[src/rtl/mouse_receiver.sv]
// PS/2 device-to-host receiver: synchronises the mouse clock and data lines, deframes one
// 11-bit frame, checks parity and stop bit, and pulses BYTE_READY with the byte and error code.
module mouse_receiver #(
  parameter int TIMEOUT_CYCLES = 50000
) (
  input  logic       CLK,
  input  logic       RESET,
  input  logic       CLK_MOUSE_IN,
  input  logic       DATA_MOUSE_IN,
  input  logic       READ_ENABLE,
  output logic [7:0] BYTE_READ,
  output logic [1:0] BYTE_ERROR_CODE,
  output logic       BYTE_READY
);
  localparam logic [15:0] TO = 16'(TIMEOUT_CYCLES);

  typedef enum logic [1:0] {IDLE, DATA, PARITY, STOP} state_t;
  state_t r_state, w_next;

  logic       r_clk_s1, r_clk_s2, r_clk_d;
  logic       r_dat_s1, r_dat_s2;
  logic [2:0] r_cnt;
  logic [7:0] r_sr;
  logic       r_par;
  logic [15:0] r_wd;
  logic [7:0] r_byte;
  logic [1:0] r_err;
  logic       r_ready;
  logic       w_fall, w_timeout, w_done;

  assign w_fall    = r_clk_d & ~r_clk_s2;
  // An edge in the same cycle as expiry takes priority: the bit is accepted.
  assign w_timeout = (r_state != IDLE) && !w_fall && (r_wd == TO - 16'd1);

  always_comb begin
    w_next = r_state;
    w_done = 1'b0;
    case (r_state)
      IDLE:   if (w_fall && READ_ENABLE && !r_dat_s2) w_next = DATA;
      DATA:   if (w_fall && r_cnt == 3'd7) w_next = PARITY;
      PARITY: if (w_fall) w_next = STOP;
      STOP:   if (w_fall) begin
                w_next = IDLE;
                w_done = 1'b1;
              end
      default: w_next = IDLE;
    endcase
    if (w_timeout) w_next = IDLE;
  end

  always_ff @(posedge CLK) begin
    if (!RESET) r_state <= IDLE;
    else        r_state <= w_next;
  end

  always_ff @(posedge CLK) begin
    if (!RESET) begin
      r_clk_s1 <= 1'b1;
      r_clk_s2 <= 1'b1;
      r_clk_d  <= 1'b1;
      r_dat_s1 <= 1'b1;
      r_dat_s2 <= 1'b1;
      r_cnt    <= '0;
      r_sr     <= '0;
      r_par    <= 1'b0;
      r_wd     <= '0;
      r_byte   <= '0;
      r_err    <= '0;
      r_ready  <= 1'b0;
    end else begin
      r_clk_s1 <= CLK_MOUSE_IN;
      r_clk_s2 <= r_clk_s1;
      r_clk_d  <= r_clk_s2;
      r_dat_s1 <= DATA_MOUSE_IN;
      r_dat_s2 <= r_dat_s1;
      r_ready  <= w_done;

      if (r_state == IDLE || w_fall || w_timeout) r_wd <= '0;
      else                                        r_wd <= r_wd + 16'd1;

      if (r_state == IDLE && w_next == DATA) r_cnt <= '0;
      if (r_state == DATA && w_fall) begin
        r_sr[r_cnt] <= r_dat_s2;
        r_cnt       <= r_cnt + 3'd1;
      end
      if (r_state == PARITY && w_fall) r_par <= r_dat_s2;

      // Odd parity: the nine bits must contain an odd number of ones.
      if (w_done) begin
        r_byte <= r_sr;
        r_err  <= {~r_dat_s2, ~(^r_sr ^ r_par)};
      end
    end
  end

  assign BYTE_READ       = r_byte;
  assign BYTE_ERROR_CODE = r_err;
  assign BYTE_READY      = r_ready;
endmodule

[config.mk]
export PLATFORM = sky130hd
export DESIGN_NAME = mouse_receiver
export DESIGN_NICKNAME = d
export VERILOG_FILES = /design/src/rtl/mouse_receiver.sv
export SDC_FILE = /design/constraint.sdc
export NUM_CORES = 1
export LEC_CHECK = 0
export ABC_AREA = 1
export BUFFER_PORTS_ARGS = -buffer_cell sky130_fd_sc_hd__buf_2
export CAP_MARGIN = 20
export CORE_UTILIZATION = 53
export DETAILED_ROUTE_END_ITERATION = 12
export PLACE_DENSITY_LB_ADDON = 0.2
export RECOVER_POWER = 50
export REMOVE_ABC_BUFFERS = 1
export SLEW_MARGIN = 25
export SYNTH_ARGS = -nofsm -noshare
export SYNTH_HDL_FRONTEND = slang
export SYNTH_SLANG_ARGS = --single-unit
[constraint.sdc]
create_clock -name CLK -period 1.2 [get_ports CLK]
set_input_delay 0.06 -clock CLK [delete_from_list [all_inputs] [get_ports CLK]]
set_output_delay 0.06 -clock CLK [all_outputs]
set_load 0.1 [all_outputs]
== Yosys cells after proc, flatten, opt, wreduce, memory -nomap -nowiden ==
Cells that the tools add are included.

* Register bits: 46
* Bits of input ports: 5
* Output and inout port bits: 11

* $add $sub $neg: 2
* $lt $le $gt $ge: 2
* Equal/unequal tests: 6
* Mux-type cells: 13
* Bitwise logic cells: 6
* Reduce and logical (&&, ||, !) cells: 18

{| class="wikitable"
|+ Operators with widths
! cell !! count
|-
| 16-bit by 1-bit adder with 16-bit output, second input constant || 1
|-
| 16-bit equality test, second input constant || 1
|-
| 2-bit two-way mux || 5
|-
| 1-bit logical AND || 9
|-
| 8-bit bitwise mux || 1
|-
| 2-bit one-hot mux with 4 select lines || 1
|-
| 8-bit parity || 1
|-
| 3-bit two-way mux || 2
|-
| 2-bit by 1-bit equality test with 1-bit output, second input constant || 2
|-
| 2-bit equality test, second input constant || 2
|-
| 3-bit by 4-bit less-than comparator with 1-bit output, second input constant || 1
|-
| 1-bit NOT || 4
|-
| 2-bit nonzero test || 2
|-
| 3-bit by 1-bit adder with 3-bit output, second input constant || 1
|-
| 1-bit demux with 3-bit select || 1
|-
| 3-bit equality test, second input constant || 1
|-
| 3-bit by 1-bit greater-or-equal comparator with 1-bit output, second input constant || 1
|-
| 1-bit two-way mux || 3
|-
| 1-bit zero test || 2
|-
| 2-bit zero test || 1
|-
| 1-bit logical OR || 2
|-
| 2-bit OR reduction || 1
|-
| 1-bit AND || 1
|-
| 1-bit XOR || 1
|}

== Longest topological paths before layout ==
Gate-level depths: netlist of run 1.

* Depth after elaboration: 11
* Mapped depth: 10
* Mapped depth without buffers: 10

== Worst setup path after synthesis of run 1 ==
OpenSTA, ideal clock, no wires.

* Path type: reg2reg
* Start: register BYTE_ERROR_CODE[0] (netlist name)
* End: register r_err[0], in the netlist BYTE_ERROR_CODE[0]
* Setup time: 71 ps
* Arrival time: 1245 ps
* Path slack: -116 ps
* Stages on the path, launching flop included: 3
* Cell sequence: dfxtp_1 > o21ai_0 > a21oi_1

{| class="wikitable"
|+ RTL lines
! what !! RTL line !! text
|-
| end signal, assigned || 91 || <nowiki>r_err <= {~r_dat_s2, ~(^r_sr ^ r_par)};</nowiki>
|-
| end, declared || 27 || <nowiki>logic [1:0] r_err;</nowiki>
|}

== Worst setup path after layout of run 1 ==
* Start: register r_state[1]
* End: register r_err[1], in the netlist BYTE_ERROR_CODE[1]

* Word-level cells in the longest chain between the ends: 2

{| class="wikitable"
|+ RTL lines
! what !! RTL line !! text
|-
| start, declared || 18 || <nowiki>state_t r_state, w_next;</nowiki>
|-
| start signal, assigned || 53 || <nowiki>else r_state <= w_next;</nowiki>
|-
| 2-bit equality test || 38 || <nowiki>case (r_state)</nowiki>
|-
| 1-bit two-way mux || 38 ||
|}

No other way between the ends.
A chain may end at the register's enable or synchronous reset.

==> summary.md, run 1 <==
| Metric | Value |
|---|---|
| DR vias/cell | `5.212` |
| Final min period | `1280 ps` |
| Post-Layout Cell Count | `396` |
| LEAKAGE | `0.001146 uW` |
| Reg power frac | `between 50% and 60%` |
| Netlist cell types | `27` |
| Max clock buf depth | `2` |
| H-tree levels | `2` |
| Top Ports | `16` |
| Multi-input gate area | `0.001170 mm^2` |
| GRT overflow | `0` |
| Initial core utilization | `between 50% and 60%` |
| Setup WS post-layout | `-79.96 ps` |
| Adder-cell share of the synthesized area | `1.760%` |
| GR Util met2 | `39.43%` |
| Final setup fails | `17` |
| Top cells by area, synth | `dfxtp_1 (43%), nand2_1 (8.3%), inv_1 (6.9%)` |
| Status | `complete, but fails checks` |
| DRC viols | `0` |
| Post-DRT Antenna Nets | `0` |
| Met3 usage | `4.861%` |
| Mean Syn Cell Area | `around 7.5 um^2` |
| Worst-Margin Slew | `around 550 ps` |
| WHS | `104.2 ps` |
| Die ar. | `0.004283 mm^2` |
| Slew Viols, Final | `0` |
| Initial antenna violation count | `0` |
| Int Pwr | `2028 uW` |
| Diode count | `0` |
| Final Util | `75.28%` |
| CTS tree | `done` |
| CTS Buf Count | `5` |
| Largest family of logic cells by synthesized area | `simple AND/OR/NAND/NOR gates` |
| Post-synthesis xor/xnor area fraction | `3.284%` |
| Max Cap Viol | `0` |
| Setup WS pre-CTS | `-132.4 ps` |
| Final Hold Viols | `0` |
| Filler cell count in the final layout | `around 270` |
| # placed instances | `378` |
| Crit end category | `flip-flop` |
| Clk_lat worst skew | `310 ps` |
| Min-delay worst type | `in -> reg` |
| Violated checks | `negative setup slack` |
| Share of layout cells above drive strength 1 | `39.94%` |
| Post-synthesis sequential area ratio | `43.17%` |
| Met1 usage | `roughly 32%` |
| Switching Fraction | `22.22%` |
| Die extent in x | `65.45 um` |
| Net Sw Power | `579.6 uW` |
| First-pass GRT wire length | `8100 um` |
| Crit path kind | `reg -> reg` |
| Drt total wl | `between 5000 and 6000 um` |
| Post-synth top area share | `43.17%` |
| DR WL/cell | `around 13 um` |
| Critical Path AT | `1530 ps` |
| Yosys warns | `0` |
| TritonRoute pass-1 iters | `4` |
| Synth Area in Simple Gates | `30.97%` |
| Max Clk Rate | `781.3 MHz` |
| Reg area | `935.9 um^2` |
| Initial drt markers | `170` |
| Post-synthesis mux area share | `0%` |
| Most frequent cells in the layout | `nand2_1 (42), buf_4 (38), dfxtp_1 (34)` |
| Row count | `22` |
| Cell Area, Synth | `0.002133 mm^2` |
| CP Max Fanout | `6` |
| CTS sink count | `46` |
| Comb power frac | `2.9%` |
| Port bufs | `15` |
| Die height | `65.45 um` |
| #FFs+latches synth | `46` |
| Clk pwr share | `38.2%` |
| Vias | `2,064` |
| Clock Pin Slew Worst Setup and Hold Paths | `~90 ps` |
| Cell Area, Placed | `0.002490 mm^2` |
| Final Cycle Share | `106.7%` |
| Crit start category | `flip-flop` |
| Complex-gate fraction of the synthesized area | `11.50%` |
| CORE AREA | `0.003771 mm^2` |
| Vias in the first global route | `1,852` |
| IR drop worst, VDD | `1.053 mV` |
| Final instance area | `0.002839 mm^2` |
| Largest area contributor in the netlist | `dfxtp_1` |
| Synth Instances | `286` |
| RSZ-0062 raised after global routing | `yes` |
| Largest net degree at the start of global routing | `14` |
| Pwr dens | `between 900 and 1000 mW/mm^2` |
| WP data required | `1450 ps` |
| Placed wire-length estimate | `between 3000 and 4000 um` |
| Layout area overhead | `33.08%` |
| Final #Nets | `355` |
| Busiest grt layer | `met2` |
| Total GRT Usage | `25.01%` |
| Slew headroom | `a little under two thirds` |
| Routability cong. | `approximately 0.87` |
| Commonest non-fill, non-tap cell in the layout | `nand2_1` |
| Root Buffer | `clkbuf_8` |
| Fin Clk Skew | `7.686 ps` |
[kinds of logic (layout without fill, tap and decap cells)]
family          after synthesis  after routing
fa+ha+maj                     3              3
compound gates               48             48
simple gates                132            133
buf+inv                      49            110
flops                        46             46
xor+xnor                      8              8
[power by group through the flow]
stage / registers (uW) / clock network [uW] / logic, uW
final: 1540 / 997 / 75.8
after global routing: 1540 / 1080 / 81.4
after CTS: 1530 / 1000 / 70.3
after detailed placement: 1570 / 0 / 60.0
after global placement: 1570 / 0 / 58.9
after floorplan: 1570 / 0 / 24.2
[per-stage QoR]
stage	TNS [ps]	total power, uW
after floorplan	-1631	1597
after global placement	-1119	1630
after detailed placement	-2157	1631
after CTS	-11.42	2607
after global routing	-2325	2693
final	-469.5	2608
[what timing repair did]
action | 4_1_cts | 5_1_grt
setup buffers | 2 | 4
hold buffers | 2 | 0
endpoints found under the setup margin | 32 | 39
cloned | 1 | 1
gates resized for setup | 28 | 44
pin swaps | 3 | 7
hold endpoints to repair | 2 | 0
[cell type report]
class / count / share of cell area (%)
clock inverter: 1 / 0.1763
sequential: 46 / 32.97
clock buffer: 7 / 3.041
timing repair buffer: 58 / 14.59
tap: 48 / 2.115
multi-input combinational: 192 / 41.21
inverter: 44 / 5.906
[critical path, stage by stage, from the launching register on]
cell	delay (ps)
dfxtp_2	340
inv_2	80
nor3_4	310
buf_4	180
buf_6	110
o21ai_0	70
a21oi_1	120
[worst paths after layout]
path / start / cells past startpoint / slack [ps] / end
max reg2reg: r_state[1] / 6 / -80 / BYTE_ERROR_CODE[1]
min: RESET / 3 / 100 / r_cnt[1]
min reg2reg: r_dat_s1 / 1 / 420 / r_dat_s2
max: r_state[1] / 6 / -80 / BYTE_ERROR_CODE[1]
[state kept, by name, indices dropped and copies added, names as in the netlist, 2 cells and up]
| name | count |
|---|---|
| BYTE_READ | 8 |
| r_sr | 8 |
| r_state | 2 |
| r_wd | 16 |
| BYTE_ERROR_CODE | 2 |
| r_cnt | 3 |
[layer usage]
metal	vias to the layer above	part of all wire, %
li1	1049	-
met1	943	46
met2	54	47
met3	18	3.3
met4	0	3.3
met5	-	0
[Yosys cell counts]
master and count:
nor3_1 9, nor3_4 1, a21oi_2 1, nand2_2 1
nor2_4 3, nand4_1 8, clkinv_1 1, buf_1 1
nor2_1 26, or2_2 4, a21oi_1 25, clkbuf_1 2
inv_2 4, xnor2_1 2, nand3_1 21, o21ai_0 17
inv_1 39, nor3_2 2, nand2_1 47, ha_1 3
buf_6 2, a31oi_1 1, xor2_1 6, dfxtp_1 46
nand3_4 2, nor2_2 8, o21ai_1 4
Power figures use the tool's default switching activity.
==> inputs of run 2 (changes only) <==
--- a/config.mk
+++ b/config.mk
@@ -8,7 +8,9 @@
 export ABC_AREA = 1
 export BUFFER_PORTS_ARGS = -buffer_cell sky130_fd_sc_hd__buf_2
 export CAP_MARGIN = 20
-export CORE_UTILIZATION = 53
+export CORE_MARGIN = 2
+export CORE_UTILIZATION = 56
+export CTS_BUF_LIST = sky130_fd_sc_hd__clkbuf_4
 export DETAILED_ROUTE_END_ITERATION = 12
 export PLACE_DENSITY_LB_ADDON = 0.2
 export RECOVER_POWER = 50
==> summary.md, run 2 (synthesis gave the netlist of run 1 again) <==
| Metric | Value |
|---|---|
| Worst-Margin Slew | `300.8 ps (was 547.4 ps)` |
| Row count | `22 (unchanged)` |
| Vias in the first global route | `1,891 (was 1,852)` |
| Routability cong. | `0.8574 (was 0.8733)` |
| Clock Pin Slew Worst Setup and Hold Paths | `130 ps (was 90 ps)` |
| Post-DRT Antenna Nets | `0 (unchanged)` |
| Initial antenna violation count | `0 (unchanged)` |
| Drt total wl | `5266 um (was 5137 um)` |
| CP peak stage delay | `340 ps (about the same)` |
| Status | `complete, but fails checks (unchanged)` |
| Placed wire-length estimate | `3292 um (was 3221 um)` |
| Final Hold Viols | `0 (unchanged)` |
| Most frequent cells in the layout | `nand2_1 (44), buf_4 (35), inv_1 (32) (was nand2_1 (42), buf_4 (38), dfxtp_1 (34))` |
| Min-delay worst type | `in -> reg (unchanged)` |
| Final setup fails | `31 (was 17)` |
| Final Cycle Share | `104.2% (was 106.7%)` |
| Setup WS post-layout | `-50.55 ps (was -79.96 ps)` |
| Pwr dens | `799.1 mW/mm^2 (was 918.5 mW/mm^2)` |
| Worst-path cell chain | `inv_2 -> nand2_4 -> nor3_4 -> buf_6 -> buf_12 -> o21ai_1 -> nor2_1 (was inv_2 -> nor3_4 -> buf_4 -> buf_6 -> o21ai_0 -> a21oi_1)` |
| CP max-delay cell | `dfxtp_2 (unchanged)` |
| Crit start category | `flip-flop (unchanged)` |
| TritonRoute pass-1 iters | `4 (unchanged)` |
| R2R Setup Slk | `-50 ps (was -80 ps)` |
| Commonest non-fill, non-tap cell in the layout | `nand2_1 (unchanged)` |
| Reg2reg start | `r_clk_s2 (was r_state[1])` |
| CTS sink count | `46 (unchanged)` |
| Top reg by flops | `r_wd (unchanged)` |
| WHS | `0.5933 ps (was 104.2 ps)` |
| CTS tree | `done (unchanged)` |
| Port bufs | `15 (unchanged)` |
| Die ar. | `0.004319 mm^2 (was 0.004283 mm^2)` |
| DR WL/cell | `13.33 um (was 12.97 um)` |
| Worst R2R Path Depth | `7 (was 6)` |
| Max clock buf depth | `2 (unchanged)` |
| Share of layout cells above drive strength 1 | `45.53% (was 39.94%)` |
| Die height | `65.72 um (was 65.45 um)` |
| Max Clk Rate | `799.7 MHz (was 781.3 MHz)` |
| Violated checks | `negative setup slack (unchanged)` |
| Slew Viols, Final | `0 (unchanged)` |
| Slew headroom | `80.06% (was 63.66%)` |
| GRT overflow | `0 (unchanged)` |
| IR drop worst, VDD | `0.8690 mV (was 1.053 mV)` |
| Top Ports | `16 (unchanged)` |
| CTS Buf Count | `5 (unchanged)` |
| Total GRT Usage | `25.50% (was 25.01%)` |
| Hold_sp | `RESET (unchanged)` |
| Hold Path Sink | `BYTE_ERROR_CODE[0] (was r_cnt[1])` |
| Pwr Total | `2355 uW (was 2608 uW)` |
| Worst r2r dst | `BYTE_READ[7] (was BYTE_ERROR_CODE[1])` |
| WP data required | `1510 ps (was 1450 ps)` |
| Diode count | `0 (unchanged)` |
| LEAKAGE | `0.001099 uW (was 0.001146 uW)` |
| Max reg flops | `16 (unchanged)` |
| First-pass GRT wire length | `8369 um (was 8100 um)` |
| Final min period | `1251 ps (was 1280 ps)` |
| Final #Nets | `355 (unchanged)` |
| Hold depth | `3 (unchanged)` |
| Crit path kind | `reg -> reg (unchanged)` |
| Critical Path AT | `1560 ps (was 1530 ps)` |
| Vias | `2,072 (was 2,064)` |
| H-tree levels | `2 (unchanged)` |
| Layout area overhead | `38.12% (was 33.08%)` |
| Initial core utilization | `58.27% (was 56.57%)` |
| RSZ-0062 raised after global routing | `yes (unchanged)` |
| CORE AREA | `0.003661 mm^2 (was 0.003771 mm^2)` |
| Largest net degree at the start of global routing | `13 (was 14)` |
| Setup WS pre-CTS | `-139.8 ps (was -132.4 ps)` |
| Clk_lat worst skew | `360 ps (was 310 ps)` |
| CP Max Fanout | `5 (was 6)` |
| Final Util | `80.49% (was 75.28%)` |
| DRC viols | `0 (unchanged)` |
| Crit end category | `flip-flop (unchanged)` |
| Initial drt markers | `133 (was 170)` |
| DR vias/cell | `5.246 (was 5.212)` |
| Fin Clk Skew | `8.512 ps (was 7.686 ps)` |
| Root Buffer | `clkbuf_4 (was clkbuf_8)` |
| Die extent in x | `65.72 um (was 65.45 um)` |
| Max Cap Viol | `0 (unchanged)` |
-- run 2: through the flow --
step	cells	setup TNS, ps	cell area, um^2
floorplan	281	-1631	2100
global placement	380	-850.1	2505
detailed placement	380	-2429	2505
CTS	391	-442.9	2699
global route	395	-3698	2947
finish	395	-939.3	2947
-- run 2: worst max-delay path by stage --
| stage | start | end | cells after the start |
|---|---|---|---|
| 2_1_floorplan | BYTE_ERROR_CODE[0] | BYTE_ERROR_CODE[0] | 2 |
| 3_3_place_gp | r_wd[0] | r_wd[13] | 6 |
| 3_5_place_dp | r_wd[0] | r_wd[15] | 6 |
| 4_1_cts | r_wd[13] | r_wd[9] | 6 |
| 5_1_grt | r_clk_s2 | BYTE_READ[6] | 6 |
| 6_report | r_clk_s2 | BYTE_READ[7] | 7 |
-- run 2: layout make-up --
| class | instances | area (um^2) |
|---|---|---|
| Sequential cell | 46 | 940.9 |
| Multi-Input combinational cell | 192 | 1261 |
| Tap cell | 48 | 60.06 |
| Timing Repair Buffer | 58 | 459.2 |
| Inverter | 44 | 172.7 |
| Clock buffer | 7 | 52.55 |
| Fill cell | 236 | 714.4 |
-- run 2: layer usage --
layer  GRT usage (%)  wire, um  vias to the layer above
met5               0         0                        -
met4           6.250        81                        0
met3           5.651       178                       10
met2           42.05      2642                       46
met1           33.88      2364                      973
li1                -         -                     1043
-- run 2: power breakdown --
group / internal, uW / switching (uW)
Combinational: 32.7 / 48.2
Sequential: 1530 / 3.28
Clock: 267 / 470
Total: 1830 / 521
-- run 2: worst max-delay path, delay by kind of cell (launching register included) --
family / cells / cell delay (ps)
AOI/OAI and AO/OA: 1 / 50
DFF: 1 / 340
buffers and inverters: 3 / 360
and+or+nand+nor: 3 / 450
-- run 2: repair_timing --
| item | in CTS | in global routing |
|---|---|---|
| setup endpoints to repair | 31 | 46 |
| endpoints found under the hold margin | 2 | 0 |
| hold buffers | 2 | 0 |
| pin swaps | 9 | 20 |
| gates cloned | 1 | 1 |
| gates resized for setup | 40 | 70 |
| setup buffers | 1 | 3 |
